<file path="src/rtl/ball_pkg.sv">
// Shared types and per-ball reset/colour tables for the multi-ball sprite generator.
package ball_pkg;

  typedef enum logic {IDLE, UPDATE} state_t;

  function automatic int init_x(int i);
    return 32 + 24 * i;
  endfunction

  function automatic int init_y(int i);
    return 32 + 16 * i;
  endfunction

  function automatic int init_vx(int i);
    return ((i % 2) == 1 ? -1 : 1) * (1 + (i % 3));
  endfunction

  function automatic int init_vy(int i);
    return ((i % 4) >= 2 ? -1 : 1) * 2;
  endfunction

  function automatic logic [2:0] ball_colour(int i);
    return 3'((i % 7) + 1);
  endfunction

endpackage

</file>
<file path="src/rtl/ball_step.sv">
// One-axis ball move: adds velocity, reflects and clamps at 0 and max.
module ball_step
  import ball_pkg::*;
#(
  parameter int POS_W = 9,
  parameter int VEL_W = 4
) (
  input  logic [POS_W-1:0]        x,
  input  logic signed [VEL_W-1:0] v,
  input  logic [POS_W-1:0]        max,
  output logic [POS_W-1:0]        x_next,
  output logic signed [VEL_W-1:0] v_next,
  output logic                    bounced
);

  logic signed [POS_W:0] nx;
  logic signed [POS_W:0] max_s;

  always_comb begin
    nx      = $signed({1'b0, x}) + $signed({{(POS_W + 1 - VEL_W){v[VEL_W-1]}}, v});
    max_s   = $signed({1'b0, max});
    x_next  = nx[POS_W-1:0];
    v_next  = v;
    bounced = 1'b0;
    // sign bit or zero: nx <= 0 without mixing signed/unsigned operands
    if (nx[POS_W] || (nx == '0)) begin
      x_next  = '0;
      v_next  = -v;
      bounced = 1'b1;
    end else if (nx >= max_s) begin
      x_next  = max;
      v_next  = -v;
      bounced = 1'b1;
    end
  end

endmodule

</file>
<file path="src/rtl/ball_bounce_multi.sv">
// Multi-ball bouncing sprite generator: per-frame sequential ball update and
// prioritised ball/grid pixel rendering from the beam position.
module ball_bounce_multi
  import ball_pkg::*;
#(
  parameter int NUM_BALLS = 4,
  parameter int BALL_SIZE = 4,
  parameter int H_ACTIVE  = 256,
  parameter int V_ACTIVE  = 240,
  parameter int POS_W     = 9,
  parameter int VEL_W     = 4
) (
  input  logic                 clk,
  input  logic                 reset,
  input  logic                 vsync,
  input  logic                 display_on,
  input  logic [POS_W-1:0]     hpos,
  input  logic [POS_W-1:0]     vpos,
  input  logic                 pause,
  input  logic [NUM_BALLS-1:0] ball_en,
  output logic [2:0]           rgb,
  output logic [NUM_BALLS-1:0] bounce_event
);

  localparam int IDX_W = (NUM_BALLS > 1) ? $clog2(NUM_BALLS) : 1;
  localparam logic [POS_W-1:0] XMAX = POS_W'(H_ACTIVE - BALL_SIZE);
  localparam logic [POS_W-1:0] YMAX = POS_W'(V_ACTIVE - BALL_SIZE);
  localparam logic [POS_W-1:0] BS   = POS_W'(BALL_SIZE);

  state_t                  state;
  logic [IDX_W-1:0]        idx;
  logic                    vsync_q;
  logic                    tick;
  logic [POS_W-1:0]        x_r  [NUM_BALLS];
  logic [POS_W-1:0]        y_r  [NUM_BALLS];
  logic signed [VEL_W-1:0] vx_r [NUM_BALLS];
  logic signed [VEL_W-1:0] vy_r [NUM_BALLS];

  logic [POS_W-1:0]        nx, ny;
  logic signed [VEL_W-1:0] nvx, nvy;
  logic                    bx, by;

  assign tick = vsync & ~vsync_q;

  // One X and one Y stepper shared by all balls through the idx mux
  ball_step #(.POS_W(POS_W), .VEL_W(VEL_W)) u_step_x (
    .x(x_r[idx]), .v(vx_r[idx]), .max(XMAX),
    .x_next(nx), .v_next(nvx), .bounced(bx)
  );

  ball_step #(.POS_W(POS_W), .VEL_W(VEL_W)) u_step_y (
    .x(y_r[idx]), .v(vy_r[idx]), .max(YMAX),
    .x_next(ny), .v_next(nvy), .bounced(by)
  );

  always_ff @(posedge clk or posedge reset) begin
    if (reset) begin
      vsync_q      <= 1'b0;
      state        <= IDLE;
      idx          <= '0;
      bounce_event <= '0;
      for (int unsigned i = 0; i < NUM_BALLS; i++) begin
        x_r[i]  <= POS_W'(init_x(int'(i)));
        y_r[i]  <= POS_W'(init_y(int'(i)));
        vx_r[i] <= VEL_W'(init_vx(int'(i)));
        vy_r[i] <= VEL_W'(init_vy(int'(i)));
      end
    end else begin
      vsync_q      <= vsync;
      bounce_event <= '0;
      case (state)
        IDLE: begin
          if (tick && !pause) begin
            state <= UPDATE;
            idx   <= '0;
          end
        end
        UPDATE: begin
          if (ball_en[idx]) begin
            x_r[idx]          <= nx;
            y_r[idx]          <= ny;
            vx_r[idx]         <= nvx;
            vy_r[idx]         <= nvy;
            bounce_event[idx] <= bx | by;
          end
          if (idx == IDX_W'(NUM_BALLS - 1)) state <= IDLE;
          else                              idx   <= idx + IDX_W'(1);
        end
        default: state <= IDLE;
      endcase
    end
  end

  logic [2:0]       pix;
  logic             found;
  logic [POS_W-1:0] dx, dy;

  always_comb begin
    pix   = '0;
    found = 1'b0;
    dx    = '0;
    dy    = '0;
    for (int unsigned i = 0; i < NUM_BALLS; i++) begin
      dx = hpos - x_r[i];
      dy = vpos - y_r[i];
      if (!found && ball_en[i] && (dx < BS) && (dy < BS)) begin
        pix   = ball_colour(int'(i));
        found = 1'b1;
      end
    end
    if (!found && (hpos[2:0] == 3'b000) && (vpos[2:0] == 3'b000)) pix = 3'b010;
    if (!display_on) pix = '0;
  end

  always_ff @(posedge clk or posedge reset) begin
    if (reset) rgb <= '0;
    else       rgb <= pix;
  end

endmodule

</file>
<file path="config.mk">
export PLATFORM = sky130hd
export DESIGN_NAME = ball_bounce_multi
export DESIGN_NICKNAME = d
export VERILOG_FILES = /design/src/rtl/ball_pkg.sv /design/src/rtl/ball_step.sv /design/src/rtl/ball_bounce_multi.sv
export SDC_FILE = /design/constraint.sdc
export NUM_CORES = 1
export LEC_CHECK = 0
export ABC_AREA = 1
export ABC_CLOCK_PERIOD_IN_PS = 5400
export BUFFER_PORTS_ARGS = -buffer_cell sky130_fd_sc_hd__buf_4
export CORE_UTILIZATION = 27
export CTS_BUF_LIST = sky130_fd_sc_hd__clkbuf_4 sky130_fd_sc_hd__clkbuf_8
export CTS_CLUSTER_SIZE = 14
export DETAILED_ROUTE_END_ITERATION = 8
export REMOVE_ABC_BUFFERS = 1
export SYNTH_ARGS = -nofsm -noshare
export SYNTH_HDL_FRONTEND = slang
export SYNTH_SLANG_ARGS = --single-unit
export TNS_END_PERCENT = 5
</file>
<file path="constraint.sdc">
create_clock -name clk -period 5.4 [get_ports clk]
set_input_delay 0.27 -clock clk [delete_from_list [all_inputs] [get_ports clk]]
set_output_delay 0.27 -clock clk [all_outputs]
set_load 0.01 [all_outputs]
</file>
==> flow_results.org <==
** GRT
- Residual overflow from global routing :: 0
- The initial antenna violation count was 0.
- Aggregate global-route resource usage :: 0.1614
- Largest net degree at the start of global routing :: 67
- The via count of the first global-routing pass is between 7000 and 8000.
- Global-route wire length before repair :: between 40 and 50 mm

** Setup path
- Critical-path top delay cell :: inv_1
- At the worst endpoint, the required time is 5.73 ns.
- Arrival time reported for the critical path endpoint :: about 4.6 ns
- Along the worst path, the maximum fanout reaches 34.
- Critical path startpoint category :: flop
- By instance count, the cell type seen most on the critical path is nand2_1.
- Walking the worst path, the cells encountered are inv_1 > buf_4 > o21ai_0 > a21oi_1 > a21oi_1 > ha_1 > a21oi_1 > nand2_1 > a21oi_2 > o21ai_2 > nand2_1 > nand2_1 > a21oi_1 > inv_1 > nand2_1 > nand2_1 > nor2_2 > buf_4 > nand2_2 > nand2_1 > nand2_1 > nand3_1 > nand2_1.
- The critical path in this run is classified as reg -> reg.
- The worst setup path is captured at a flop.
- Worst stage delay on the critical path :: around 0.52 ns

** Routing
- Total wire length :: around 26 mm
- After the first detailed-routing iteration, the DRC count stood at roughly 790.
- The first TritonRoute pass finished after 5 iterations.
- Vias after detailed routing :: 8394
- The detail route stage leaves a number of antenna-violating nets equal to 0.
- Via density :: 4.830
- After detailed routing, the average wire length per cell comes to about 15 µm.
- For this run, design rule violations remaining after detail routing come to 0.

** Logic synthesis
- Total of flip-flops plus latches after synthesis :: 115
- Xor-xnor portion of the synthesized cell area :: 0.04799
- The complex-gate fraction of the synthesized area was 0.1489.
- Arithmetic-cell share of the synthesized area counting full adders, half adders and majority gates :: 0.1168
- Proportion of synthesized flip-flops having asynchronous set or reset :: 1.000
- Synthesis handed over a netlist of about 1300 instances.
- Top flip-flop cell by instance count after synthesis :: dfrtp_1
- Post-synth cell types :: 41
- Syn Area/Cell :: ~7 µm²
- Main combinational cell family by area after synthesis :: simple AND/OR/NAND/NOR gates
- Synth warn :: 0
- The share of the Yosys chip area taken by registers is 0.3274.
- Fraction of synthesized area in multiplexers :: 0
- Simple-gate area share of the yosys netlist :: 0.2633
- Number of enable-type register cells in the synthesized netlist :: 0
- Syn Std Cell Area :: 0.008916 mm²

** Clock network
- CTS tree :: built
- Clk_lat worst skew :: ~0.45 ns
- Total CTS buffers :: 17
- Number of H-tree levels :: 4
- Number of clock sinks :: between 100 and 150
- CTS root buf :: clkbuf_8
- Number of post-CTS setup repair buffers :: 0
- Number of buffers between clock root and the deepest sink :: 2
- Clock edge transition at the registers on the reported setup and hold paths :: approximately 0.080 ns

** Placed design
- Port-buffer cells :: 33
- Worst Setup Slack post-DPL :: approximately 1.2 ns
- The congestion estimate from routability-driven global placement came to 0.8644.
- After detailed placement, the total cell area comes to 0.009642 mm².
- The wire-length estimate of the detail-placed layout is a little under 20 mm.

** STA
- Final worst slack :: between 1 and 1.5 ns
- Maximum clock frequency :: about 0.24 GHz
- The count of final max-slew check failures came to 0.
- Accumulated negative setup slack :: 0 ns
- Share of the clock period used by the worst path after layout :: 0.7870
- Number of endpoints with negative hold slack in the final report :: 3
- For the pin with the worst max-slew slack, the measured transition is 1.152 ns.
- Setup violations remaining at the end of the flow were counted as 0.
- After layout, the minimum clock period comes to between 4 and 5 ns.
- Across the routed clock network, the largest skew measured is ~0.015 ns.
- Headroom to the max-slew limit came out at 0.2314.
- Setup repair after global routing left no endpoint under its margin.
- Minimum hold slack :: -0.02854 ns

** Status
- Status :: finished with violations
- The final reports fail on hold timing.

** Floorplan
- The floorplan step defined a core boundary enclosing ~0.033 mm².
- The floorplan has 66 rows.
- Number of top-level pins :: 34
- The die is between 150 and 200 µm tall.
- Measured along the x axis, the die boundary spans 183.7 µm.
- For this configuration, the core starts out at a cell density of 0.2740.
- Die area :: between 0.03 and 0.04 mm²

** Cells and area
- Highest-count cells in the layout ignoring fill and taps :: nand2_1, inv_1, nand3_1, a21oi_1, o21ai_0
- # fillers :: between 3000 and 4000
- Post-route cell area :: approximately 0.010 mm²
- The library cell used most frequently in the layout, excluding fill and tap cells, is nand2_1.
- Layout area overhead :: 12.41%
- In the final design database the tool counted ~1400 nets.
- In the final layout, the share of cells above drive strength 1 is 0.1034.
- Final core occ :: 0.3080
- The repair_antennas step left the layout with diodes totalling 0.

** Run
- Max-cap check violation count :: 0

** Hold path
- Worst min-delay path class :: in -> async
layer usage:
metal  track usage  up-vias  share of wire
met5             0        -              0
met4       0.03100        0         0.0076
met3       0.03348       16          0.064
met2        0.2514      243           0.44
met1        0.2296     3955           0.49
li1              -     4180              -
repair_timing:
action / 4_1_cts / 5_1_grt
resized for setup: 0 / 0
endpoints found under the hold margin: 1 / 0
hold buffers: 1 / 0
cell usage after synthesis, types with 8 or more instances:
cell type | instances | area (µm²)
nand4_1 | 23 | 143.9
o21ai_0 | 83 | 415.4
a21o_1 | 9 | 67.56
nor3_1 | 9 | 45.04
a21oi_1 | 95 | 475.5
nor2_1 | 50 | 187.7
nand2_1 | 337 | 1265
xor2_1 | 31 | 271.5
a32oi_1 | 8 | 70.07
o21ai_1 | 25 | 125.1
xnor2_1 | 16 | 140.1
inv_1 | 173 | 649.4
nand3b_1 | 12 | 90.09
ha_1 | 80 | 1001
dfrtp_1 | 82 | 2052
clkbuf_1 | 22 | 82.58
dfstp_2 | 33 | 867.1
nand3_1 | 105 | 525.5
flip-flops by register name, summed over array words and instances, names as in the netlist:
name	cells
x_r	36
y_r	36
vx_r	16
vy_r	16
bounce_event	4
rgb	3
idx	2
state	1
vsync_q	1
final cells by class:
type	instances	area, µm²	share of cell area
multi-input cells	922	5146	0.5135
flip-flops and latches	115	2919	0.2913
inverters	180	678.2	0.06767
well taps	442	553.0	0.05518
repair buffers	47	355.3	0.03546
clock buffers	18	241.5	0.02409
clock inverters	14	128.9	0.01286
critical path: cells and delay by family, from the launching register on:
| family | cells | cell delay [ns] |
|---|---|---|
| and+or+nand+nor | 11 | 1.06 |
| AOI/OAI and AO/OA | 7 | 0.98 |
| buffers and inverters | 4 | 1.29 |
| DFF | 1 | 0.45 |
| adders and majority gates | 1 | 0.34 |
stage by stage:
stage | cells | hold slack, ns
finish | 1738 | -0.02854
global route | 1738 | 0.02914
CTS | 1738 | 0.02006
detailed placement | 1705 | 0.3966
global placement | 1705 | 0.3923
floorplan | 1217 | 0.3014
final timing paths:
check / end / slack (ns) / start / cells after the start
max: vx_r[7] / 1.15 / idx[1] / 23
min: vsync_q / -0.03 / reset / 2
max reg2reg: vx_r[7] / 1.15 / idx[1] / 23
min reg2reg: vy_r[5] / 0.47 / vy_r[5] / 2
max in group asynchronous: y_r[31] / 4.24 / reset / 3
min in group clk: rgb[2] / 0.04 / display_on / 3
cell families after synthesis:
group,count (synthesis)
buf+inv,219
simple gates,549
fa+ha+maj,82
flops,115
compound gates,243
xor+xnor,48
Power is not shown: default switching activity piles up to over one toggle a cycle in this logic, so the estimate is an artifact.
